### config.mk
export PLATFORM = sky130hd
export DESIGN_NAME = div_iter
export DESIGN_NICKNAME = d
export VERILOG_FILES = /design/src/rtl/div_iter.sv
export SDC_FILE = /design/constraint.sdc
export NUM_CORES = 1
export LEC_CHECK = 0
export ABC_AREA = 1
export CAP_MARGIN = 20
export CORE_ASPECT_RATIO = 0.9
export CORE_MARGIN = 2
export CORE_UTILIZATION = 50
export CTS_CLUSTER_DIAMETER = 120
export CTS_CLUSTER_SIZE = 20
export DETAILED_ROUTE_END_ITERATION = 6
export PLACE_DENSITY = 0.79
export SLEW_MARGIN = 0
export SYNTH_ARGS = -nofsm -noshare
export SYNTH_HDL_FRONTEND = slang
export SYNTH_SLANG_ARGS = --single-unit
### constraint.sdc
create_clock -name clk -period 5.1 [get_ports clk]
set_input_delay 0.51 -clock clk [delete_from_list [all_inputs] [get_ports clk]]
set_output_delay 0.51 -clock clk [all_outputs]
set_load 0.02 [all_outputs]
### src/rtl/div_iter.sv
// Iterative restoring divider for div/divu: one quotient bit per cycle, stalls the
// pipeline while busy and presents {remainder, quotient} for one or more cycles in END.
//
// state  | meaning
// IDLE   | waiting for an accepted divide request
// BYZERO | divisor was zero; one-cycle detour before END
// ON     | one shift-subtract step per cycle, WIDTH steps
// END    | result valid; held until start_i drops
module div_iter #(
  parameter int WIDTH = 32
) (
  input  logic               clk,
  input  logic               rst,
  input  logic               start_i,
  input  logic               signed_div_i,
  input  logic [WIDTH-1:0]   opdata1_i,
  input  logic [WIDTH-1:0]   opdata2_i,
  input  logic               annul_i,
  output logic [2*WIDTH-1:0] result_o,
  output logic               ready_o,
  output logic               stallreq_o
);

  localparam int CW = $clog2(WIDTH + 1);

  typedef enum logic [1:0] {S_IDLE, S_BYZERO, S_ON, S_END} state_t;

  state_t         state, state_nxt;
  logic [CW-1:0]  cnt;
  logic [WIDTH-1:0] quot;
  logic [WIDTH-1:0] dvs;
  logic [WIDTH-1:0] rem;
  logic           neg_q;
  logic           neg_r;

  logic           accept;
  logic           op1_neg, op2_neg;
  logic [WIDTH-1:0] op1_abs, op2_abs;
  logic [WIDTH:0] shifted;
  logic           ge;
  logic [WIDTH-1:0] rem_step, quot_step;
  logic           last;

  assign accept  = (state == S_IDLE) && start_i && !annul_i;
  assign op1_neg = signed_div_i && opdata1_i[WIDTH-1];
  assign op2_neg = signed_div_i && opdata2_i[WIDTH-1];
  assign op1_abs = op1_neg ? (~opdata1_i + 1'b1) : opdata1_i;
  assign op2_abs = op2_neg ? (~opdata2_i + 1'b1) : opdata2_i;

  // rem < dvs always holds, so the WIDTH+1-bit shifted value minus dvs fits in WIDTH bits.
  assign shifted   = {rem, quot[WIDTH-1]};
  assign ge        = shifted >= {1'b0, dvs};
  assign rem_step  = ge ? WIDTH'(shifted - {1'b0, dvs}) : shifted[WIDTH-1:0];
  assign quot_step = {quot[WIDTH-2:0], ge};
  assign last      = (cnt == CW'(WIDTH - 1));

  always_ff @(posedge clk or negedge rst) begin
    if (!rst) state <= S_IDLE;
    else      state <= state_nxt;
  end

  always_comb begin
    state_nxt = state;
    case (state)
      S_IDLE:   if (accept) state_nxt = (opdata2_i == '0) ? S_BYZERO : S_ON;
      S_BYZERO: state_nxt = annul_i ? S_IDLE : S_END;
      S_ON: begin
        if (annul_i)   state_nxt = S_IDLE;
        else if (last) state_nxt = S_END;
      end
      S_END:    if (!start_i) state_nxt = S_IDLE;
      default:  state_nxt = S_IDLE;
    endcase
  end

  always_ff @(posedge clk or negedge rst) begin
    if (!rst) begin
      cnt   <= '0;
      quot  <= '0;
      dvs   <= '0;
      rem   <= '0;
      neg_q <= 1'b0;
      neg_r <= 1'b0;
    end else if (accept) begin
      cnt   <= '0;
      neg_q <= op1_neg ^ op2_neg;
      neg_r <= op1_neg;
      if (opdata2_i == '0) begin
        // Divide-by-zero result is built here; the raw dividend is the remainder.
        quot <= '1;
        rem  <= opdata1_i;
        dvs  <= '0;
      end else begin
        quot <= op1_abs;
        rem  <= '0;
        dvs  <= op2_abs;
      end
    end else if (state == S_ON && !annul_i) begin
      cnt <= cnt + 1'b1;
      if (last) begin
        quot <= neg_q ? (~quot_step + 1'b1) : quot_step;
        rem  <= neg_r ? (~rem_step + 1'b1) : rem_step;
      end else begin
        quot <= quot_step;
        rem  <= rem_step;
      end
    end
  end

  assign ready_o  = (state == S_END);
  assign result_o = (state == S_END) ? {rem, quot} : '0;
  // Gated by rst so the stall drops the instant reset asserts, even with start_i high.
  assign stallreq_o = rst && (accept || state == S_ON || state == S_BYZERO);

endmodule

==> Word level (Yosys, flattened, before mapping) <==
Cells that the tools add are included.
W data, S select, Z words.
{ "word_totals": {"ff_bits": 106, "in_bits": 69, "wordCells": 63} }
{ "op_classes": {"addsub": 6, "n_lt_le_gt_ge": 1, "n_eq_ne": 7, "mux": 24, "n_bitwise": 5, "n_reduce_logical": 13} }
{ "ops": {"columns": ["cell", "n"], "rows": [
  ["$mux W32", 14],
  ["$add A32 B1 Y32 const B", 4],
  ["$not A32 Y32", 4],
  ["$mux W64", 1],
  ["$ge A33 B32 Y1", 1],
  ["$logic_not A32 Y1", 1],
  ["$sub A32 B32 Y32", 1],
  ["$mux W2", 6],
  ["$mux W6", 2],
  ["$pmux W2 S4", 1],
  ["$add A6 B1 Y6 const B", 1],
  ["$eq A6 B5 Y1 const B", 1],
  ["$logic_and A1 B1 Y1", 6],
  ["$eq A2 B2 Y1 const B", 2],
  ["$ne A2 B2 Y1 const B", 2],
  ["$ne A3 B3 Y1 const B", 1],
  ["$reduce_and A3 Y1", 1],
  ["$eq A2 B1 Y1 const B", 1],
  ["$logic_not A2 Y1", 1],
  ["$logic_or A1 B1 Y1", 2],
  ["$reduce_bool A2 Y1", 1],
  ["$logic_not A1 Y1", 1],
  ["$xor A1 B1 Y1", 1]
]} }

==> Depth between registers and ports, before layout <==
Gate-level depths: netlist of run 1.
{ "depth": {"depth_word": 8, "mapped_depth": 31, "depth_no_buf": 30} }

==> Least setup slack after synthesis of run 1 <==
OpenSTA, ideal clock, no wires.
{ "synth_path": {"path_kind": "flip-flop to flip-flop", "from": "register rem[5]", "to": "register quot[28]", "setup_time_ps": 117, "t_arrival_ps": 3427, "required_ps": 4983, "slack_ps": 1556, "stages_incl_launch_ff": 31, "path_buffers": 1, "period_less_slack_ps": 3544, "cell_sequence": "dfrtp_1 > ha_1 > nand2_1 > nand2_1 > nand2_2 > nand2_2 > clkinv_1 > nand3_2 > nand2_2 > nand2_2 > nand2_4 > nand2_8 > inv_4 > buf_6 > ha_1 > nand2_1 > nor2_2 > nand3_1 > nor3_2 > nand4_1 > nand2_1 > nand2_1 > a21oi_1 > inv_1 > nor2_2 > o21ai_1 > or2_0 > nand3_1 > nand3_1 > o21ai_1 > inv_1"} }
{ "synth_between": {"elab_chain_cells": 7} }
{ "synth_rtl": {"columns": ["item", "line_no", "source"], "rows": [
  ["from (decl)", "32", "logic [WIDTH-1:0] rem;"],
  ["from (signal assigned)", "91", "rem <= opdata1_i;"],
  ["from (signal assigned)", "102", "rem <= neg_r ? (~rem_step + 1'b1) : rem_step;"],
  ["from (signal assigned)", "105", "rem <= rem_step;"],
  ["$ge A33 B32 Y1", "52", "assign ge = shifted >= {1'b0, dvs};"],
  ["$not A32 Y32", "101", "quot <= neg_q ? (~quot_step + 1'b1) : quot_step;"],
  ["$add A32 B1 Y32", "101", null],
  ["$mux W32", "101", null],
  ["$mux W32", "100", "if (last) begin"],
  ["$mux W32", "98", "end else if (state == S_ON && !annul_i) begin"],
  ["$mux W32", "84", "end else if (accept) begin"],
  ["to (signal assigned)", "94", "quot <= op1_abs;"],
  ["to (signal assigned)", "101", null],
  ["to (signal assigned)", "104", "quot <= quot_step;"],
  ["to (decl)", "30", "logic [WIDTH-1:0] quot;"]
]} }
Every way passes these cells. The select of a mux whose other input is x is not followed.
A chain may end at the register's enable or synchronous reset.

==> Worst setup path after layout of run 1 <==
{ "layout_path": {"from": "register rem[18]", "to": "register rem[16]"} }
{ "layout_between": {"elab_chain_cells": 8} }
{ "layout_rtl": {"columns": ["item", "line_no", "source"], "rows": [
  ["$ge A33 B32 Y1 *", "52", null],
  ["$mux W32 *", "53", "assign rem_step = ge ? WIDTH'(shifted - {1'b0, dvs}) : shifted[WIDTH-1:0];"],
  ["$not A32 Y32", "102", null],
  ["$add A32 B1 Y32", "102", null],
  ["$mux W32", "102", null],
  ["$mux W32 *", "100", null],
  ["$mux W32 *", "98", null],
  ["$mux W32 *", "84", null]
]} }
Mark *: on every way between the ends. The rest lies on a longest branch, timed or not. The select of a mux whose other input is x is not followed.

==> results of run 1 <==
## power breakdown
part / internal [uW] / switching [uW]
combinational: 2580 / 5350
clock: 346 / 397
sequential: 1230 / 385
total: 4160 / 6140
## placed cells by master, fill, tap and decap left out, types with 7 or more instances in the layout
master           synthesis  routed
nand3b_1                10      10
o21ai_2                  7       7
nor3_1                  30      30
xnor2_1                 10      10
xor2_1                  66      66
nand3_1                101     100
clkdlybuf4s50_1          0     133
nor2_2                  21      23
nand2_1                607     607
a21oi_1                 90      90
a31oi_1                  9       9
clkbuf_16                0       9
dfrtp_1                106     106
nand4_1                 22      22
ha_1                    42      41
o21ai_0                103     103
buf_4                    0      19
o22ai_1                 11      11
nor2_1                 185     183
or2_2                    7       7
inv_2                    7       8
inv_1                  327     326
nand2_2                 31      31
o21ai_1                 19      19
a22oi_1                 11      11
## through the flow
step                      total power [uW]  hold slack [ps]
after floorplan                       7140              214
after global placement                9240              468
after detailed placement              9330              473
after CTS                            10100              189
after global routing                 11200              211
final                                10300              172
## path summary, 6_finish.rpt
| check | start | slack, ps | cells after the start | end |
|---|---|---|---|---|
| worst min register to register | dvs[13] | 490 | 2 | dvs[13] |
| min in group clk | dvs[13] | 490 | 2 | dvs[13] |
| worst max-delay path | rem[18] | 870 | 17 | rem[16] |
| worst min-delay path | rst | 170 | 1 | rem[19] |
| max in group asynchronous | rst | 3570 | 2 | quot[11] |
| worst max register to register | rem[18] | 870 | 17 | rem[16] |
## routing by layer
layer,up-vias,global-route usage,wire length (um),part of all wire
met5,-,0,12,0.00028
met4,2,0.122,1500,0.036
met3,93,0.0809,4590,0.11
met2,743,0.518,18000,0.43
met1,6019,0.489,18100,0.43
li1,6346,-,-,-
## state kept, by name, indices dropped and copies added (netlist names)
register,cells
quot,32
dvs,32
cnt,6
neg_r,1
neg_q,1
state,2
rem,32
## final cells by class
type	count	area share
multi-input combinational	1455	0.551
sequential	106	0.197
timing repair buffer	152	0.109
inverter	337	0.0941
tap	297	0.0276
clock buffer	10	0.0170
clock inverter	6	0.00427
## Yosys cell counts, types with 6 or more instances
master	n	area (um^2)
nand2_1	607	2280
inv_1	327	1230
nor2_1	185	694
dfrtp_1	106	2650
o21ai_0	103	515
nand3_1	101	505
a21oi_1	90	450
xor2_1	66	578
ha_1	42	526
clkbuf_1	34	128
nand2_2	31	194
nor3_1	30	150
nand4_1	22	138
nor2_2	21	131
o21ai_1	19	95.1
a22oi_1	11	82.6
o22ai_1	11	68.8
nand3b_1	10	75.1
xnor2_1	10	87.6
a31oi_1	9	56.3
buf_1	9	33.8
inv_2	7	26.3
o21ai_2	7	61.3
or2_2	7	43.8
and2_1	6	37.5
buf_6	6	67.6
nand3_2	6	60.1
nor4_1	6	37.5
o211ai_1	6	45.0
o31ai_1	6	45.0
## cell families (layout without fill, tap and decap cells)
kind of cell | count (synthesis) | count (layout)
AOI/OAI and AO/OA | 287 | 287
DFF | 106 | 106
and+or+nand+nor | 1049 | 1049
xor gates and xnor gates | 76 | 76
adders and majority gates | 43 | 43
buffers and inverters | 392 | 505
==> metrics.txt, run 1 <==
run status finished clean; clock sinks 106; antenna-violating nets left 0; Synth Register Bits 106; via count 13200; Adder-Cell Fraction of Synth Area 0.0471; Critical Path Max Stage Delay 450 ps; largest family of logic cells by synthesized area simple AND/OR/NAND/NOR gates; core area 22600 um^2; port bufs 134; Mean Syn Cell Area 5.93 um^2; Reg area 2650 um^2; area post-placement 13200 um^2; Routed wire per std cell 17.9 um; CP Capture Type flip-flop; setup-violating endpoint count in the final report 0; maximum VDD drop 0.459 mV; DIE WIDTH 164 um; FP Rows 52; Die Y 148 um; Mapped Area 11600 um^2; Post-Syn Nets 2065; worst slack, placed 1010 ps; P&R area growth vs syn 16.2%; Initial Utilization 0.512; FILL cells 2204; DP HPWL 32.7 mm; Critical Path Start Type flip-flop; number of global-route vias before repair 12100; Die ar. 24400 um^2; Relative slew margins 0.327; maxcap violations 0; clk_lat worst skew 370 ps; Top FF cell, synth dfrtp_1; post-route cell area 13500 um^2; Top Family by Delay on Critical Path simple AND/OR/NAND/NOR gates; Ports 135; Max clock buf depth 2; first-pass GRT wire length 65.5 mm; RSZ-0062 raised after global routing no; Post-synth EDFFs 0; Clock transition at path regs 90 ps; GR Overflow Total 0; fin cells 2363; Post-Place Cells 2347; Worst path most repeated cell nand2_1; crit path buf inv count 1; fin. max-slew vios 0; Seq/Total Area, Yosys 0.229; Clock Skew 8.22 ps; critical-path cell list ha_1 -> nand2_1 -> nor2_1 -> nand2_1 -> nor2_1 -> nand2_4 -> nand2_8 -> buf_4 -> o21ai_1 -> nor2_1 -> nand2_1 -> nor2_1 -> nand2_1 -> nand2_2 -> o21ai_0 -> o21ai_1 -> nand2_1; Lkg Pwr 0.00718 uW; number of unique standard cell types used by synthesis 56; min-delay worst type input port to async pin; worst-margin pin slew 1010 ps; root buf cell clkbuf_16; via density per instance 5.59; antenna cell count 0; Final WS setup 875 ps; setup bufs post-CTS 0; Yosys Warn Count 0; final core occ 0.595; Nets 2173; Total GRT Usage 0.346; Crit Path Category flip-flop to flip-flop; min cycle time layout 4230 ps; GP Congestion 1.06; fmax 237 MHz; Post-Synth Simple-Gate Area 0.392; total negative slack 0 ps; WP data arrival 4480 ps; CTS buffer count 9; Tcrit/Tclk final 0.828; Post-Route WL 42.2 mm; post-CTS sizing 0; final hold viol count 0; CTS Hold Bufs 0; layout cells sized above 1 0.0673; CTS H-tree lvls 3; drt drc 0; Synth Area in Compound Gates 0.142; TritonCTS clock tree yes; critical path required time 5350 ps; Slowest cell on crit path dfrtp_1; first drt pass iteration count 7; largest net degree at the start of global routing 94; Async SR Flop Fraction 1.00; XOR/XNOR share of the synthesized area 0.0574; Gate Count Post-Synth 1953; multiplexer share of the synthesized area 0; footprint of the multi-input gates 7420 um^2; initial antenna violation count 3; Iter 0 DRT Violations 1557; pwr/cell area 765 nW/um^2; Critical Path Fanout Max 41
No activity file was read; power rests on OpenSTA's default activity.
==> run 2, diff against run 1 <==
==> constraint.sdc (replaced) <==
create_clock -name clk -period 3.9 [get_ports clk]
set_input_delay 0.39 -clock clk [delete_from_list [all_inputs] [get_ports clk]]
set_output_delay 0.39 -clock clk [all_outputs]
set_load 0.02 [all_outputs]
==> metrics.txt, run 2 (synthesized netlist as in run 1, its figures left out) <==
run status finished clean; Tcrit/Tclk final 0.950 (+0.121); CTS Hold Bufs 0 (unchanged); Critical Path Max Stage Delay 430 ps (-20 ps); Routed wire per std cell 17.8 um (-0.14%); antenna-violating nets left 0 (unchanged); total negative slack 0 ps (unchanged); maximum VDD drop 0.509 mV (+11%); Nets 2209 (+1.7%); CTS H-tree lvls 3 (unchanged); Die Y 148 um (unchanged); layout cells sized above 1 0.102 (+0.0345); final hold viol count 0 (unchanged); Lkg Pwr 0.00735 uW (+2.3%); drt drc 0 (unchanged); TritonCTS clock tree yes; core area 22600 um^2 (unchanged); root buf cell clkbuf_16; Critical Path Fanout Max 5 (-88%); Slowest cell on crit path dfrtp_1; Die ar. 24400 um^2 (unchanged); Post-Place Cells 2380 (+1.4%); setup-violating endpoint count in the final report 0 (unchanged); Max clock buf depth 2 (unchanged); Final WS setup 196 ps (-679 ps); Total GRT Usage 0.353 (+0.00648); via count 13100 (-0.47%); Post-Route WL 42.8 mm (+1.4%); Initial Utilization 0.512 (unchanged); crit path buf inv count 3 (+2); CP Capture Type flip-flop; Crit Reg-Reg Endpoint quot[28]; Ports 135 (unchanged); final hold slack 215 ps (+42.5 ps); fin cells 2399 (+1.5%); WP data arrival 3980 ps (-500 ps); antenna cell count 0 (unchanged); number of global-route vias before repair 12200 (+0.96%); FF-to-FF Start rem[18]; fin. max-slew vios 0 (unchanged); GR Overflow Total 0 (unchanged); critical path required time 4170 ps (-1180 ps); clock sinks 106 (unchanged); r2r worst-path depth 27 (+10); port bufs 134 (unchanged); fmax 270 MHz (+14%); DP HPWL 34.1 mm (+4.3%); Worst path most repeated cell nand2_2; Iter 0 DRT Violations 1376 (-12%); worst slack, placed 110 ps (-901 ps); P&R area growth vs syn 20.8%; most common cell after layout, fill and taps aside nand2_1; FP Rows 52 (unchanged); Critical Path Start Type flip-flop; Clock transition at path regs 90 ps (about the same); min cycle time layout 3700 ps (-521 ps); top flop regs dvs x32, quot x32, rem x32; min-delay worst type input port to async pin; CTS buffer count 9 (unchanged); FF-to-FF setup slack 200 ps (-680 ps); Clock Skew 20.3 ps (+12.1 ps); maxcap violations 0 (unchanged); DIE WIDTH 164 um (unchanged); worst-margin pin slew 840 ps (-167 ps); first drt pass iteration count 6 (-1); Top Family by Delay on Critical Path simple AND/OR/NAND/NOR gates; Crit Path Category flip-flop to flip-flop; pwr/cell area 1000 nW/um^2 (+31%); clk_lat worst skew 380 ps (about the same); RSZ-0062 raised after global routing yes; Relative slew margins 0.440 (+0.113); largest net degree at the start of global routing 55 (-41%); first-pass GRT wire length 66.3 mm (+1.2%); commonest cells after routing, fill and taps aside 600 x nand2_1, 323 x inv_1, 182 x nor2_1, 133 x clkdlybuf4s50_1, 105 x dfrtp_1; initial antenna violation count 0 (-3); via density per instance 5.48 (-2.0%); GP Congestion 1.01 (-4.3%)
run 2: cell types whose count changed in the layout (fill, tap and decap cells not counted), sizes merged:
| cell | delta |
|---|---|
| buf | +36 |
| clkbuf | -1 |
| clkinv | -1 |
| clkinvlp | +2 |
run 2: routing by layer:
metal	GRT usage	routed length, um	vias up
met5	0	0	-
met4	0.100	1000	0
met3	0.0778	3890	72
met2	0.534	18700	597
met1	0.505	19200	6050
li1	-	-	6422
run 2: worst max path at each step:
stage / from / end / slack [ps] / depth (start not counted)
2_1_floorplan: rem[5] / quot[28] / 360 / 30
5_1_grt: dvs[26] / quot[28] / -70 / 28
3_3_place_gp: rem[17] / quot[28] / 140 / 27
6_report: rem[18] / quot[28] / 200 / 27
4_1_cts: rem[17] / quot[28] / 70 / 27
3_5_place_dp: rem[17] / quot[28] / 110 / 27
run 2: area by class of cell:
type / instances / area, um^2
clock buffers: 9 / 225
clock inverters: 7 / 71.3
fillers: 2230 / 8640
inverters: 337 / 1270
multi-input cells: 1455 / 7640
flip-flops and latches: 106 / 2650
well taps: 297 / 372
repair buffers: 188 / 1770
run 2: report_power, final:
part / total [uW] / internal, uW / leakage (uW) / switching [uW]
combinational: 10900 / 3800 / 0.00594 / 7090
clock: 989 / 455 / 0.000139 / 533
sequential: 2130 / 1610 / 0.00128 / 522
total: 14000 / 5860 / 0.00735 / 8140
run 2: timing repair:
action / CTS / global route
gates resized for setup: 0 / 47
setup endpoints to repair: 0 / 10
buffers inserted: 0 / 3
run 2: stage by stage:
step	power [uW]	cell area [um^2]	util
2_1_floorplan	9330	11600	-
3_3_place_gp	12400	13500	0.594
3_5_place_dp	12500	13500	0.594
4_1_cts	13500	13800	0.607
5_1_grt	15300	14000	0.618
6_report	14000	14000	0.618
run 2: worst reg2reg max path, stage by stage (launching register included):
cell and delay (ps):
dfrtp_1 430, ha_2 340, nand2_2 150, nor2_1 80
nand2_2 120, nor3_4 50, nand2_1 70, nand2_2 70
nor2_4 170, nand2_8 70, inv_4 50, ha_2 170
nand2_1 90, nor2_2 130, nand3_2 110, nor3_4 210
nand4_1 160, nand2_2 140, nand2_2 90, a21oi_4 150
inv_1 70, nor2_2 90, o21ai_1 90, or2_0 220
nand3_1 70, nand3_1 70, o21ai_1 90, inv_1 50
==> run 3, diff against run 2 <==
--- a/config.mk
+++ b/config.mk
@@ -13,6 +13,7 @@
 export CTS_CLUSTER_DIAMETER = 120
 export CTS_CLUSTER_SIZE = 20
 export DETAILED_ROUTE_END_ITERATION = 6
+export HOLD_SLACK_MARGIN = 0.1
 export PLACE_DENSITY = 0.79
 export SLEW_MARGIN = 0
 export SYNTH_ARGS = -nofsm -noshare
==> results of run 3 <==
Same layout as run 2: the final DEF is identical, and so are final timing and power.
